--- config.mk ---
export PLATFORM = sky130hd
export DESIGN_NAME = minmax_frame_ctrl_flat
export DESIGN_NICKNAME = d
export VERILOG_FILES = /design/src/rtl/minmax_frame_ctrl_if.sv /design/src/rtl/minmax_frame_ctrl.sv /design/src/flat_wrapper.sv
export SDC_FILE = /design/constraint.sdc
export NUM_CORES = 1
export LEC_CHECK = 0
export ABC_AREA = 1
export CORE_MARGIN = 2
export CORE_UTILIZATION = 45
export CTS_CLUSTER_DIAMETER = 30
export DETAILED_ROUTE_END_ITERATION = 8
export GPL_TIMING_DRIVEN = 1
export PLACE_DENSITY = 0.72
export SYNTH_ARGS = -nofsm -noshare
export SYNTH_HDL_FRONTEND = slang
export SYNTH_SLANG_ARGS = --single-unit
--- constraint.sdc ---
create_clock -name clk -period 2.1 [get_ports clk]
set_input_delay 0.315 -clock clk [delete_from_list [all_inputs] [get_ports clk]]
set_output_delay 0.315 -clock clk [all_outputs]
set_load 0.03 [all_outputs]
--- src/rtl/minmax_frame_ctrl_if.sv ---
// minmax_frame_ctrl_if: sample-in and result-out handshake bundle for minmax_frame_ctrl
//   in_valid, in_data, in_ready          : sample stream, producer -> controller
//   res_valid, res_ready, min_out, max_out : result stream, controller -> consumer
//   master modport is the producer/consumer side, slave modport is the controller
interface minmax_frame_ctrl_if #(parameter int DATA_W = 32) ();
   logic              in_valid;
   logic [DATA_W-1:0] in_data;
   logic              in_ready;
   logic              res_valid;
   logic              res_ready;
   logic [DATA_W-1:0] min_out;
   logic [DATA_W-1:0] max_out;
   modport master (output in_valid, in_data, res_ready, input in_ready, res_valid, min_out, max_out);
   modport slave (input in_valid, in_data, res_ready, output in_ready, res_valid, min_out, max_out);
endinterface

--- src/rtl/minmax_frame_ctrl.sv ---
// minmax_frame_ctrl: framed, back-pressured signed running min/max over a sample stream
//   clk, rst          : clock and synchronous active-high reset
//   start, frame_len  : begin a frame of frame_len samples (IDLE only, frame_len != 0)
//   abort             : cancel the frame in progress (COLLECT only)
//   bus (slave)       : sample valid/ready input and min/max result valid/ready output
//   busy, sample_cnt  : frame in progress, samples accepted so far
module minmax_frame_ctrl #(
   parameter int DATA_W = 32,
   parameter int CNT_W  = 16
) (
   input  logic             clk,
   input  logic             rst,
   input  logic             start,
   input  logic [CNT_W-1:0] frame_len,
   input  logic             abort,
   minmax_frame_ctrl_if.slave bus,
   output logic             busy,
   output logic [CNT_W-1:0] sample_cnt
);
   typedef enum logic [1:0] {IDLE, COLLECT, REPORT} state_t;
   state_t            state, next_state;
   logic [CNT_W-1:0]  len;
   logic [DATA_W-1:0] min_r, max_r;
   logic              go, accept, last;
   always_comb begin
      go         = state == IDLE && start && frame_len != '0;
      // abort wins over a coincident sample, so that sample is never taken
      accept     = state == COLLECT && bus.in_valid && !abort;
      last       = accept && sample_cnt + CNT_W'(1) == len;
      next_state = state;
      case (state)
         IDLE:    next_state = go ? COLLECT : IDLE;
         COLLECT: next_state = abort ? IDLE : last ? REPORT : COLLECT;
         REPORT:  next_state = bus.res_ready ? IDLE : REPORT;
         default: next_state = IDLE;
      endcase
   end
   always_ff @(posedge clk) begin
      if (rst) begin
         state      <= IDLE;
         len        <= '0;
         sample_cnt <= '0;
         min_r      <= '0;
         max_r      <= '0;
      end else begin
         state <= next_state;
         if (go) begin
            len        <= frame_len;
            sample_cnt <= '0;
         end
         if (state == COLLECT && abort) sample_cnt <= '0;
         // first sample of a frame seeds both trackers; min/max otherwise keep the last result
         if (accept) begin
            sample_cnt <= sample_cnt + CNT_W'(1);
            min_r <= (sample_cnt == '0 || $signed(bus.in_data) < $signed(min_r)) ? bus.in_data : min_r;
            max_r <= (sample_cnt == '0 || $signed(bus.in_data) > $signed(max_r)) ? bus.in_data : max_r;
         end
      end
   end
   assign bus.in_ready  = state == COLLECT;
   assign bus.res_valid = state == REPORT;
   assign bus.min_out   = min_r;
   assign bus.max_out   = max_r;
   assign busy          = state != IDLE;
endmodule

--- src/flat_wrapper.sv ---
// flat-port wrapper written by rule: the top's interface ports become plain ports
module minmax_frame_ctrl_flat 
#(
   parameter int DATA_W = 32,
   parameter int CNT_W  = 16
)
  (clk, rst, start, frame_len, abort, busy, sample_cnt, bus_in_valid, bus_in_data, bus_res_ready, bus_in_ready, bus_res_valid, bus_min_out, bus_max_out);
  minmax_frame_ctrl_if #(.DATA_W(DATA_W)) bus_i ();
  input  logic clk;
  input  logic rst;
  input  logic start;
  input  logic [CNT_W-1:0] frame_len;
  input  logic abort;
  output logic busy;
  output logic [CNT_W-1:0] sample_cnt;
  input wire logic [$bits(bus_i.in_valid)-1:0] bus_in_valid;
  input wire logic [$bits(bus_i.in_data)-1:0] bus_in_data;
  input wire logic [$bits(bus_i.res_ready)-1:0] bus_res_ready;
  output wire logic [$bits(bus_i.in_ready)-1:0] bus_in_ready;
  output wire logic [$bits(bus_i.res_valid)-1:0] bus_res_valid;
  output wire logic [$bits(bus_i.min_out)-1:0] bus_min_out;
  output wire logic [$bits(bus_i.max_out)-1:0] bus_max_out;
  assign bus_i.in_valid = bus_in_valid;
  assign bus_i.in_data = bus_in_data;
  assign bus_i.res_ready = bus_res_ready;
  assign bus_in_ready = bus_i.in_ready;
  assign bus_res_valid = bus_i.res_valid;
  assign bus_min_out = bus_i.min_out;
  assign bus_max_out = bus_i.max_out;
  minmax_frame_ctrl #(.DATA_W(DATA_W), .CNT_W(CNT_W)) u_core (.clk(clk), .rst(rst), .start(start), .frame_len(frame_len), .abort(abort), .bus(bus_i), .busy(busy), .sample_cnt(sample_cnt));
endmodule
==> results of run 1 <==
[layer usage]
metal | up-vias | GRT usage | routed length (um)
met2 | 314 | 0.463 | 11100
met5 | - | 0 | 0
met3 | 63 | 0.0330 | 1140
li1 | 3531 | - | -
met1 | 3360 | 0.308 | 8850
met4 | 0 | 0.104 | 816
[layout make-up]
cell class	instances	area, um^2
multi-input cells	690	4780
inverters	137	514
well taps	180	225
flip-flops and latches	98	2020
clock buffers	15	278
fillers	993	3680
clock inverters	1	7.51
repair buffers	242	2420
[cells in the mapped netlist, types with 2 or more instances]
library cell	n	area share
nor2_2	6	0.0058
nand2_2	4	0.0039
nor2_4	2	0.0035
inv_1	133	0.077
nand4_1	12	0.012
a21o_1	3	0.0035
nor3_1	5	0.0039
inv_2	3	0.0017
xor2_1	6	0.0081
a21oi_1	115	0.089
and2_1	2	0.0019
buf_2	6	0.0046
nand2_1	204	0.12
xnor2_1	2	0.0027
clkbuf_1	19	0.011
nand3_2	3	0.0046
dfxtp_1	98	0.30
buf_6	12	0.021
or2_2	6	0.0058
buf_1	5	0.0029
ha_1	65	0.13
nand3_1	88	0.068
o21a_1	3	0.0035
o21ai_0	23	0.018
o21ai_1	3	0.0023
nor2_1	118	0.069
nand3b_1	4	0.0046
nor4_1	6	0.0058
[registers in the layout (all words and copies together), names as in the netlist]
name,cells
u_core.sample_cnt,16
u_core.state,2
u_core.bus.max_out,32
u_core.len,16
u_core.bus.min_out,32
[final timing paths]
path                                       start                             endpoint  slack (ps)  depth (start not counted)
max          u_core.bus.max_out[16]$_SDFFE_PP0P_  u_core.bus.max_out[17]$_SDFFE_PP0P_        -170                         13
min                               bus_in_data[8]   u_core.bus.min_out[8]$_SDFFE_PP0P_         420                          5
max reg2reg  u_core.bus.max_out[16]$_SDFFE_PP0P_  u_core.bus.max_out[17]$_SDFFE_PP0P_        -170                         13
min reg2reg          u_core.len[15]$_SDFFE_PP0P_          u_core.len[15]$_SDFFE_PP0P_         470                          2
[cells by family (layout without fill, tap and decap cells)]
logic type / Yosys count / in the layout
AO/OA/AOI/OAI: 149 / 149
XOR/XNOR: 9 / 9
adder cells (fa/ha/maj): 65 / 65
buffers and inverters: 180 / 395
flip-flops: 98 / 98
AND/OR/NAND/NOR: 467 / 467
[critical path, delay by kind of cell (launching register included)]
| family | cells | cell delay (ps) |
|---|---|---|
| buf+inv | 3 | 380 |
| fa+ha+maj | 1 | 300 |
| simple gates | 8 | 910 |
| flops | 1 | 410 |
| compound gates | 1 | 140 |
[per-stage QoR]
stage	area (um^2)	std cells	total power, mW
final	10300	1363	4.97
after global routing	10300	1363	5.17
after CTS	9440	1348	4.78
after detailed placement	8480	1319	3.06
after global placement	8480	1319	3.03
after floorplan	6470	968	2.62
[power groups by stage]
| stage | clock network [mW] | logic (mW) | registers (mW) |
|---|---|---|---|
| finish | 1.64 | 1.35 | 1.99 |
| detailed placement | 0 | 1.04 | 2.02 |
| global route | 1.71 | 1.46 | 2.00 |
| CTS | 1.65 | 1.14 | 1.98 |
| global placement | 0 | 1.01 | 2.02 |
| floorplan | 0 | 0.506 | 2.11 |
[timing repair]
item,CTS,global route
gates cloned,5,4
setup buffers,9,14
hold endpoints to repair,0,0
pin swaps,29,60
endpoints found under the setup margin,64,66
gates resized for setup,153,136
==> run_summary.xml, run 1 <==
<?xml version="1.0" encoding="UTF-8"?>
<metrics>
  <group name="synthesis">
    <metric name="synthSimpleGateAreaFrac" unit="">0.318</metric>
    <metric name="yosys_warnings" unit="">0</metric>
    <metric name="fraction_of_synthesized_cell_area_in_xor_and_xnor_cells" unit="">0.0143</metric>
    <metric name="post_synth_fa_ha_maj_area_fraction" unit="">0.126</metric>
    <metric name="synthesis.area_per_instance" unit="um^2">6.68</metric>
    <metric name="synth.distinct_cells" unit="">40</metric>
    <metric name="synthCells" unit="">968</metric>
    <metric name="syn_nets" unit="">1087</metric>
    <metric name="synth_top_family_by_area" unit="">simple AND/OR/NAND/NOR gates</metric>
    <metric name="syn_area" unit="um^2">6460</metric>
    <metric name="synth_compound_area_frac" unit="">0.119</metric>
    <metric name="synth-seq-cells" unit="">98</metric>
    <metric name="synth_async_sr_flop_share" unit="">0</metric>
    <metric name="synth.area.mux_share" unit="">0</metric>
    <metric name="synthFlopType" unit="">dfxtp_1</metric>
    <metric name="number_of_enable_flip_flop_cells_after_synthesis" unit="">0</metric>
    <metric name="sequential_cell_area_fraction_in_the_yosys_report" unit="">0.303</metric>
  </group>
  <group name="placement">
    <metric name="port-buffer-count" unit="">136</metric>
    <metric name="detailedPlace.worstSlack" unit="ps">-602</metric>
    <metric name="post-dp-hpwl" unit="um">13100</metric>
    <metric name="gp_routability_congestion" unit="">0.851</metric>
  </group>
  <group name="floorplan">
    <metric name="row_count" unit="">43</metric>
    <metric name="io-pin-count" unit="">137</metric>
    <metric name="die-width" unit="um">124</metric>
    <metric name="floorplan.initialDensity" unit="">0.464</metric>
    <metric name="floorplan.die.height" unit="um">124</metric>
    <metric name="total_die_area" unit="um^2">15300</metric>
    <metric name="core" unit="um^2">13900</metric>
  </group>
  <group name="worst_setup_path">
    <metric name="setup.worst_path.start_class" unit="">flip-flop</metric>
    <metric name="timing.critical_path.fanout_max" unit="">7</metric>
    <metric name="crit_path_frequent_cell" unit="">nand2_1</metric>
    <metric name="path_cells" unit="">inv_1, ha_1, nand4_1, nor4_4, nand2_2, nand2_1, nand2_1, nand3_2, nand2_4, buf_12, buf_16, a21oi_4, nor2_1</metric>
    <metric name="critPathArrivalTime" unit="ps">2510</metric>
    <metric name="worst_ep_required_time" unit="ps">2330</metric>
    <metric name="end_kind" unit="">flip-flop</metric>
    <metric name="crit_type" unit="">reg -&gt; reg</metric>
    <metric name="cp_slowest_stage_delay" unit="ps">410</metric>
    <metric name="crit_slowest_cell" unit="">dfxtp_1</metric>
  </group>
  <group name="power">
    <metric name="power_frac_comb" unit="">0.271</metric>
    <metric name="power.internal" unit="mW">3.46</metric>
    <metric name="p_clk_frac" unit="">0.329</metric>
    <metric name="p_leak" unit="nW">4.25</metric>
    <metric name="net-switching-power" unit="mW">1.51</metric>
    <metric name="switching_share" unit="">0.304</metric>
    <metric name="irDropWorstVdd" unit="V">0.000334</metric>
    <metric name="power_density" unit="nW/um^2">485</metric>
    <metric name="seqPwrFrac" unit="">0.400</metric>
  </group>
  <group name="clocking">
    <metric name="cts_sinks" unit="">98</metric>
    <metric name="ctsLongestPathBuffers" unit="">2</metric>
    <metric name="cts_buffer_count" unit="">9</metric>
    <metric name="cts_tree" unit="">yes</metric>
    <metric name="insertion_delay" unit="ps">350</metric>
    <metric name="cts.reportedPaths.clkPinSlew" unit="ps">70</metric>
    <metric name="cts.root.buffer_cell" unit="">clkbuf_16</metric>
    <metric name="cts_hold_buffers" unit="">0</metric>
    <metric name="htreeDepth" unit="">3</metric>
  </group>
  <group name="sta">
    <metric name="worst_slew_margin_rel" unit="">0.560</metric>
    <metric name="rsz0062_at_grt" unit="">true</metric>
    <metric name="timing_worst_slew_pin_value" unit="ps">660</metric>
    <metric name="report.final.slew_viol_count" unit="">0</metric>
    <metric name="finClkSkew" unit="ps">10.1</metric>
    <metric name="timing.final.hold_violations" unit="">0</metric>
    <metric name="fin_ws" unit="ps">-173</metric>
    <metric name="report.final.setup_viol" unit="">63</metric>
    <metric name="fmax" unit="MHz">440</metric>
    <metric name="period_utilization_post_route" unit="">1.08</metric>
    <metric name="fin_tns_setup" unit="ps">-5750</metric>
    <metric name="tmin_final" unit="ps">2270</metric>
    <metric name="fin_hold_ws" unit="ps">417</metric>
  </group>
  <group name="global_routing">
    <metric name="largest_net_degree_at_the_start_of_global_routing" unit="">94</metric>
    <metric name="number_of_global_route_vias_before_repair" unit="">6727</metric>
    <metric name="global_route.overflow_total" unit="">0</metric>
    <metric name="number_of_antenna_violations_at_the_first_check_in_global_routing" unit="">0</metric>
    <metric name="grt_pass1_wl" unit="um">31200</metric>
    <metric name="groute.usage.overall" unit="">0.257</metric>
  </group>
  <group name="final_layout">
    <metric name="flow.area_growth_from_synthesis" unit="%">58.6</metric>
    <metric name="most_frequent_cells_in_the_layout" unit="">nand2_1, inv_1, nor2_1</metric>
    <metric name="num_antenna_cells" unit="">0</metric>
    <metric name="final_net_count" unit="">1297</metric>
    <metric name="layout-drive-gt1-share" unit="">0.315</metric>
    <metric name="post-route-util" unit="">0.736</metric>
    <metric name="layout_commonest_cell" unit="">nand2_1</metric>
  </group>
  <group name="run_status">
    <metric name="run_status" unit="">finished with violations</metric>
    <metric name="failing_checks" unit="">setup timing</metric>
  </group>
  <group name="routing">
    <metric name="drtPass1Iterations" unit="">5</metric>
    <metric name="vias" unit="">7268</metric>
    <metric name="drt_wl_total" unit="um">21900</metric>
    <metric name="postRouteAntennaNets" unit="">0</metric>
    <metric name="drc_errors" unit="">0</metric>
    <metric name="wl_per_cell" unit="um">16.1</metric>
    <metric name="drtIter0Drc" unit="">545</metric>
    <metric name="avgViaCountPerCell" unit="">5.33</metric>
  </group>
  <group name="hold_path">
    <metric name="min_path_type" unit="">in -&gt; reg</metric>
  </group>
  <group name="flow_run">
    <metric name="max-cap-violations" unit="">0</metric>
  </group>
</metrics>
Power figures use the tool's default switching activity.
==> inputs of run 2 (changes only) <==
- SLEW_MARGIN: not set -> 20
==> results of run 2 <==
Final layout, timing and power as in run 1 (identical DEF).
==> inputs of run 3 (changes only) <==
- CORE_UTILIZATION: 45 -> 52
- PLACE_DENSITY: 0.72 -> 0.81
==> run_summary.xml, run 3 (synthesis results as in run 1) <==
<?xml version="1.0" encoding="UTF-8"?>
<metrics>
  <group name="final_layout">
    <metric name="final_net_count" unit="">1294</metric>
    <metric name="stdcell_count" unit="">1349</metric>
    <metric name="most_frequent_cells_in_the_layout" unit="">nand2_1, inv_1, nor2_1</metric>
    <metric name="flow.area_growth_from_synthesis" unit="%">53.7</metric>
    <metric name="layout_commonest_cell" unit="">nand2_1</metric>
    <metric name="layout-drive-gt1-share" unit="">0.268</metric>
  </group>
  <group name="worst_setup_path">
    <metric name="timing.reg2reg.worst_path_depth" unit="">16</metric>
    <metric name="worst-r2r-setup-slack" unit="ps">-420</metric>
    <metric name="crit_type" unit="">reg -&gt; reg</metric>
    <metric name="timing.critical_path.fanout_max" unit="">7</metric>
    <metric name="worst_ep_required_time" unit="ps">2350</metric>
    <metric name="worstReg2RegStart" unit="">u_core.bus.max_out[21]$_SDFFE_PP0P_</metric>
    <metric name="rr_endpoint" unit="">u_core.bus.max_out[19]$_SDFFE_PP0P_</metric>
    <metric name="end_kind" unit="">flip-flop</metric>
    <metric name="setup.worst_path.start_class" unit="">flip-flop</metric>
    <metric name="critPathArrivalTime" unit="ps">2770</metric>
  </group>
  <group name="routing">
    <metric name="postRouteAntennaNets" unit="">0</metric>
    <metric name="drtIter0Drc" unit="">795</metric>
    <metric name="avgViaCountPerCell" unit="">5.64</metric>
    <metric name="vias" unit="">7606</metric>
    <metric name="drt_wl_total" unit="um">24000</metric>
    <metric name="drc_errors" unit="">0</metric>
    <metric name="drtPass1Iterations" unit="">7</metric>
    <metric name="wl_per_cell" unit="um">17.8</metric>
  </group>
  <group name="floorplan">
    <metric name="core" unit="um^2">12100</metric>
    <metric name="floorplan.initialDensity" unit="">0.536</metric>
    <metric name="die-width" unit="um">116</metric>
    <metric name="row_count" unit="">40</metric>
    <metric name="io-pin-count" unit="">137</metric>
    <metric name="floorplan.die.height" unit="um">116</metric>
    <metric name="total_die_area" unit="um^2">13300</metric>
  </group>
  <group name="sta">
    <metric name="report.final.setup_viol" unit="">64</metric>
    <metric name="period_utilization_post_route" unit="">1.20</metric>
    <metric name="timing_worst_slew_pin_value" unit="ps">812</metric>
    <metric name="fmax" unit="MHz">397</metric>
    <metric name="rsz0062_at_grt" unit="">true</metric>
    <metric name="tmin_final" unit="ps">2520</metric>
    <metric name="fin_ws" unit="ps">-417</metric>
    <metric name="fin_hold_ws" unit="ps">473</metric>
    <metric name="worst_slew_margin_rel" unit="">0.458</metric>
    <metric name="finClkSkew" unit="ps">14.8</metric>
    <metric name="report.final.slew_viol_count" unit="">0</metric>
    <metric name="timing.final.hold_violations" unit="">0</metric>
  </group>
  <group name="power">
    <metric name="power_density" unit="nW/um^2">516</metric>
    <metric name="post-layout-total-power" unit="mW">5.13</metric>
    <metric name="irDropWorstVdd" unit="V">0.000430</metric>
    <metric name="p_leak" unit="nW">4.18</metric>
  </group>
  <group name="global_routing">
    <metric name="grt_pass1_wl" unit="um">29600</metric>
    <metric name="number_of_antenna_violations_at_the_first_check_in_global_routing" unit="">1</metric>
    <metric name="global_route.overflow_total" unit="">0</metric>
    <metric name="largest_net_degree_at_the_start_of_global_routing" unit="">86</metric>
    <metric name="number_of_global_route_vias_before_repair" unit="">6389</metric>
    <metric name="groute.usage.overall" unit="">0.279</metric>
  </group>
  <group name="clocking">
    <metric name="cts_sinks" unit="">98</metric>
    <metric name="insertion_delay" unit="ps">360</metric>
    <metric name="cts.reportedPaths.clkPinSlew" unit="ps">80</metric>
    <metric name="cts.root.buffer_cell" unit="">clkbuf_16</metric>
    <metric name="ctsLongestPathBuffers" unit="">2</metric>
    <metric name="cts_buffer_count" unit="">9</metric>
    <metric name="cts_tree" unit="">yes</metric>
    <metric name="cts_hold_buffers" unit="">0</metric>
    <metric name="htreeDepth" unit="">3</metric>
  </group>
  <group name="hold_path">
    <metric name="hold_start" unit="">u_core.len[15]$_SDFFE_PP0P_</metric>
    <metric name="hold_end" unit="">u_core.len[15]$_SDFFE_PP0P_</metric>
    <metric name="worst_hold_path.num_cells" unit="">2</metric>
    <metric name="min_path_type" unit="">reg -&gt; reg</metric>
  </group>
  <group name="run_status">
    <metric name="failing_checks" unit="">setup timing</metric>
    <metric name="run_status" unit="">finished with violations</metric>
  </group>
  <group name="placement">
    <metric name="gp_routability_congestion" unit="">0.952</metric>
    <metric name="port-buffer-count" unit="">136</metric>
    <metric name="placedCellCount" unit="">1291</metric>
    <metric name="detailedPlace.worstSlack" unit="ps">-607</metric>
    <metric name="post-dp-hpwl" unit="um">12300</metric>
  </group>
  <group name="flow_run">
    <metric name="max-cap-violations" unit="">0</metric>
  </group>
</metrics>
## run 3: cell count changes in the layout (fill, tap and decap cells not counted), sizes merged
| cell | change |
|---|---|
| buf | -3 |
| bufinv | +1 |
| clkbuf | -1 |
| clkdlybuf4s15 | +1 |
| clkinv | +1 |
| diode | +1 |
| dlygate4sd2 | +1 |
| dlymetal6s2s | -3 |
## run 3: final cells by class
| cell class | count | area [um^2] |
|---|---|---|
| diodes | 1 | 2.50 |
| clock buffers | 13 | 270 |
| clock inverters | 3 | 46.3 |
| fillers | 686 | 2130 |
| inverters | 137 | 517 |
| multi-input cells | 690 | 4470 |
| flip-flops and latches | 98 | 2020 |
| well taps | 168 | 210 |
| repair buffers | 239 | 2400 |
## run 3: what timing repair did
item,CTS,global route
cloned,4,4
hold endpoints to repair,0,0
setup buffers,23,12
setup endpoints to repair,64,66
resized for setup,111,125
pin swaps,28,53
## run 3: metal layers
layer	GRT usage	vias to the layer above	share of wire
li1	-	3535	-
met2	0.486	464	0.48
met1	0.344	3473	0.37
met3	0.0560	134	0.085
met5	0	-	0
met4	0.0932	0	0.058
## run 3: how the worst max path moves through the flow
stage	startpoint	end	cells past startpoint
finish	u_core.bus.max_out[21]$_SDFFE_PP0P_	u_core.bus.max_out[19]$_SDFFE_PP0P_	16
global route	u_core.bus.max_out[31]$_SDFFE_PP0P_	u_core.bus.max_out[19]$_SDFFE_PP0P_	15
CTS	u_core.bus.min_out[5]$_SDFFE_PP0P_	u_core.bus.min_out[1]$_SDFFE_PP0P_	16
detailed placement	bus_in_data[31]	u_core.bus.max_out[22]$_SDFFE_PP0P_	15
global placement	bus_in_data[31]	u_core.bus.max_out[22]$_SDFFE_PP0P_	15
floorplan	u_core.bus.max_out[23]$_SDFFE_PP0P_	u_core.bus.max_out[19]$_SDFFE_PP0P_	14
## run 3: critical path: stages (launching register included)
cell and delay (ps):
dfxtp_2 330, inv_1 40, ha_1 340, nand2_2 130, nor2_1 80, o21ai_1 120
nand2_1 100, a21oi_2 230, nand2_1 90, nand2_1 90, nand3_2 120, nand2_4 140
buf_12 160, buf_16 130, nand3_1 110, nand2_1 150, nor2_1 50
## run 3: per-stage QoR
step                      area (um^2)  utilization  TNS (ps)
final                            9940        0.824    -17370
after global routing             9940        0.824    -21590
after CTS                        9230        0.765      -116
after detailed placement         8350        0.692    -35500
after global placement           8350        0.692    -32720
after floorplan                  6470            -         0
## run 3: power breakdown
group,internal [mW],leakage [nW],switching [mW]
combinational,0.593,3.21,0.745
clock,1.03,0.152,0.773
sequential,1.94,0.819,0.0531
total,3.55,4.18,1.57
==> variant: new RTL, settings of run 1 <==
`CNT_W` is set to 16 in 2 places; all go to 20.
--- a/src/rtl/minmax_frame_ctrl.sv
+++ b/src/rtl/minmax_frame_ctrl.sv
@@ -6,7 +6,7 @@
 //   busy, sample_cnt  : frame in progress, samples accepted so far
 module minmax_frame_ctrl #(
    parameter int DATA_W = 32,
-   parameter int CNT_W  = 16
+   parameter int CNT_W  = 20
 ) (
    input  logic             clk,
    input  logic             rst,
--- a/src/flat_wrapper.sv
+++ b/src/flat_wrapper.sv
@@ -2,7 +2,7 @@
 module minmax_frame_ctrl_flat 
 #(
    parameter int DATA_W = 32,
-   parameter int CNT_W  = 16
+   parameter int CNT_W  = 20
 )
   (clk, rst, start, frame_len, abort, busy, sample_cnt, bus_in_valid, bus_in_data, bus_res_ready, bus_in_ready, bus_res_valid, bus_min_out, bus_max_out);
   minmax_frame_ctrl_if #(.DATA_W(DATA_W)) bus_i ();
Interface: changed (resized frame_len and sample_cnt); port bits go from 137 to 145. No check against the original RTL was run, so the function may have changed too.
==> variant against run 1 <==
The flow still finishes with violations (negative setup slack). Area after synthesis rose by 7.7%. Sequential cell count rose by 8. Worst setup slack got worse by 0.10 ns. Die area rose by 7.5%. Total power rose by 8.0%. Wire length rose by 4.9%. Design area rose by 3.9%. Sequential share of layout area rose by 0.86 points. Critical path type unchanged. Largest power group unchanged.
==> variant: results (changes against run 1) <==
----------------------------------------------------
[Status]
  Outcome ... complete, but fails checks (unchanged)
  Violated checks ... negative setup slack (unchanged)

[STA]
  Total of endpoints with negative setup slack in the final report ... 43 (was 63)
  Setup Total Neg Slack ... -6.76 ns (was -5.75 ns)
  Worst slew margin ... 67.9% (was 56.0%)
  Final worst setup slack ... -0.275 ns (was -0.173 ns)
  Clock Skews ... 0.0101 ns (about the same)

[Placement]
  Half-perimeter wire length of the detailed placement result ... 13500 µm (was 13100 µm)
  Final GP Congestion ... 0.889 (was 0.851)
  DP Area ... 0.00893 mm² (was 0.00848 mm²)
  Number of I/O port buffers ... 144 (was 136)
  Worst slack, placed ... -0.616 ns (was -0.602 ns)

[Logic synthesis]
  Biggest area contributors in the synthesized netlist ... dfxtp_1 30%, nand2_1 13%, ha_1 12% (was dfxtp_1 30%, ha_1 13%, nand2_1 12%)
  Warnings, synthesis ... 0 (unchanged)
  Avg Cell Area, Syn ... 6.61 µm² (was 6.68 µm²)
  Ys async rst share ... 0% (unchanged)
  Syn_nets ... 1176 (was 1087)
  Sequential area share after synthesis ... 30.5% (was 30.3%)
  Synth unique cells ... 37 (was 40)
  Number of flops mapped to enable cells by yosys ... 0 (unchanged)
  Synth top cells by count ... 239 x nand2_1, 146 x inv_1, 129 x nor2_1 (was 204 x nand2_1, 133 x inv_1, 118 x nor2_1)
  Most used flip-flop cell after synthesis ... dfxtp_1 (unchanged)

[GRT]
  Number of global-route vias before repair ... 6801 (was 6727)
  Tot GR Track Use ... 24.3% (was 25.7%)
  Initial antenna violation count ... 1 (was 0)
  Global-route wire length before repair ... 32600 µm (was 31200 µm)
  Largest net degree at the start of global routing ... 54 (was 94)

[Finish]
  Filler Cells Inserted ... 1165 (was 993)
  Fraction of final layout cells sized beyond drive strength 1 ... 28.2% (was 31.5%)
  Final cell count without fillers ... 1446 (was 1363)

[Drt]
  Drt initial violations ... 613 (was 545)
  Vias per cell ... 5.34 (was 5.33)
  Detailed-routing iteration count for the pre-antenna-repair pass ... 5 (unchanged)
  DRT Wirelength ... 23000 µm (was 21900 µm)

[Clocking]
  Clock transition at the registers of the reported paths ... 0.07 ns (about the same)
  Buffer type at the clock tree root ... clkbuf_16 (unchanged)
  Depth of the CTS H-tree ... 3 (unchanged)
  Number of buffers created by CTS ... 9 (unchanged)
  Clock latency on the worst-skew pair ... ~0.36 ns
  CTS Buffer Depth ... 2 (unchanged)

[Setup path]
  Peak fanout along the critical path ... 7 (unchanged)

[Power and ir drop]
  Worst vdd rail ir drop ... 0.401 mV (was 0.334 mV)
  Lkg Pwr ... 4.41 nW (was 4.25 nW)
  Internal power consumption ... 3.78 mW (was 3.46 mW)

[Worst hold path]
  Class of the worst hold path ... in -> reg (unchanged)

----------------------------------------------------
## variant: path summary, 6_finish.rpt
check                                       startpoint                     end  slack, ns  depth (start not counted)
worst max-delay path            u_core.bus.max_out[19]  u_core.bus.max_out[20]      -0.27                         12
worst min-delay path                    bus_in_data[4]   u_core.bus.max_out[4]       0.40                          5
worst max register to register  u_core.bus.max_out[19]  u_core.bus.max_out[20]      -0.27                         12
worst min register to register          u_core.len[12]          u_core.len[12]       0.47                          2
## variant: logic make-up (layout without fill, tap and decap cells)
family                     Yosys count  in the layout  synth area share [%]
DFF                                106            106                  30.5
adders and majority gates           65             65                  11.7
other                                0              1                     0
buffers and inverters              194            397                  11.9
xor gates and xnor gates            11             11                  1.98
and+or+nand+nor                    513            514                  31.8
AOI/OAI and AO/OA                  164            164                  12.2
## variant: per-stage QoR
stage	hold slack [ns]	utilization, %
after floorplan	0.384	-
after global placement	0.458	59.0
after detailed placement	0.459	59.0
after CTS	0.470	64.8
after global routing	0.446	70.3
final	0.404	70.3
## variant: timing repair
action	CTS	global route
hold buffers	0	0
endpoints found under the setup margin	64	66
buffers inserted	9	15
gates cloned	5	6
resized for setup	113	184
pin swaps	8	62
## variant: power groups by stage
stage	combinational, mW	sequential (mW)	clock, mW
after CTS	1.16	2.15	1.88
after global routing	1.48	2.16	1.96
after detailed placement	1.06	2.19	0
final	1.36	2.16	1.85
after floorplan	0.542	2.28	0
after global placement	1.05	2.19	0
## variant: critical path: stages (launching register included)
cell and delay [ns]:
dfxtp_2 0.34, inv_2 0.05, ha_4 0.27, nand4_1 0.26, nor4_4 0.35, nand2_2 0.14
nand2_2 0.10, nand2_2 0.07, nand3_4 0.15, nand2_8 0.11, buf_16 0.17, a21oi_1 0.18
nor2_1 0.08
## variant: per-layer routing
metal,part of all wire (%),track usage [%],vias to the layer above
met5,0,0,-
li1,-,-,3798
met2,49,41.7,320
met4,3.8,8.40,0
met3,6.5,3.99,75
met1,41,31.2,3523
## variant: final cells by class
cell class / count / area [µm²] / area share, %
clock inverters: 5 / 77.6 / 0.728
clock buffers: 11 / 243 / 2.28
repair buffers: 230 / 2310 / 21.7
diodes: 1 / 2.50 / 0.0235
flip-flops and latches: 106 / 2190 / 20.6
well taps: 188 / 235 / 2.21
inverters: 151 / 569 / 5.34
multi-input cells: 754 / 5020 / 47.1
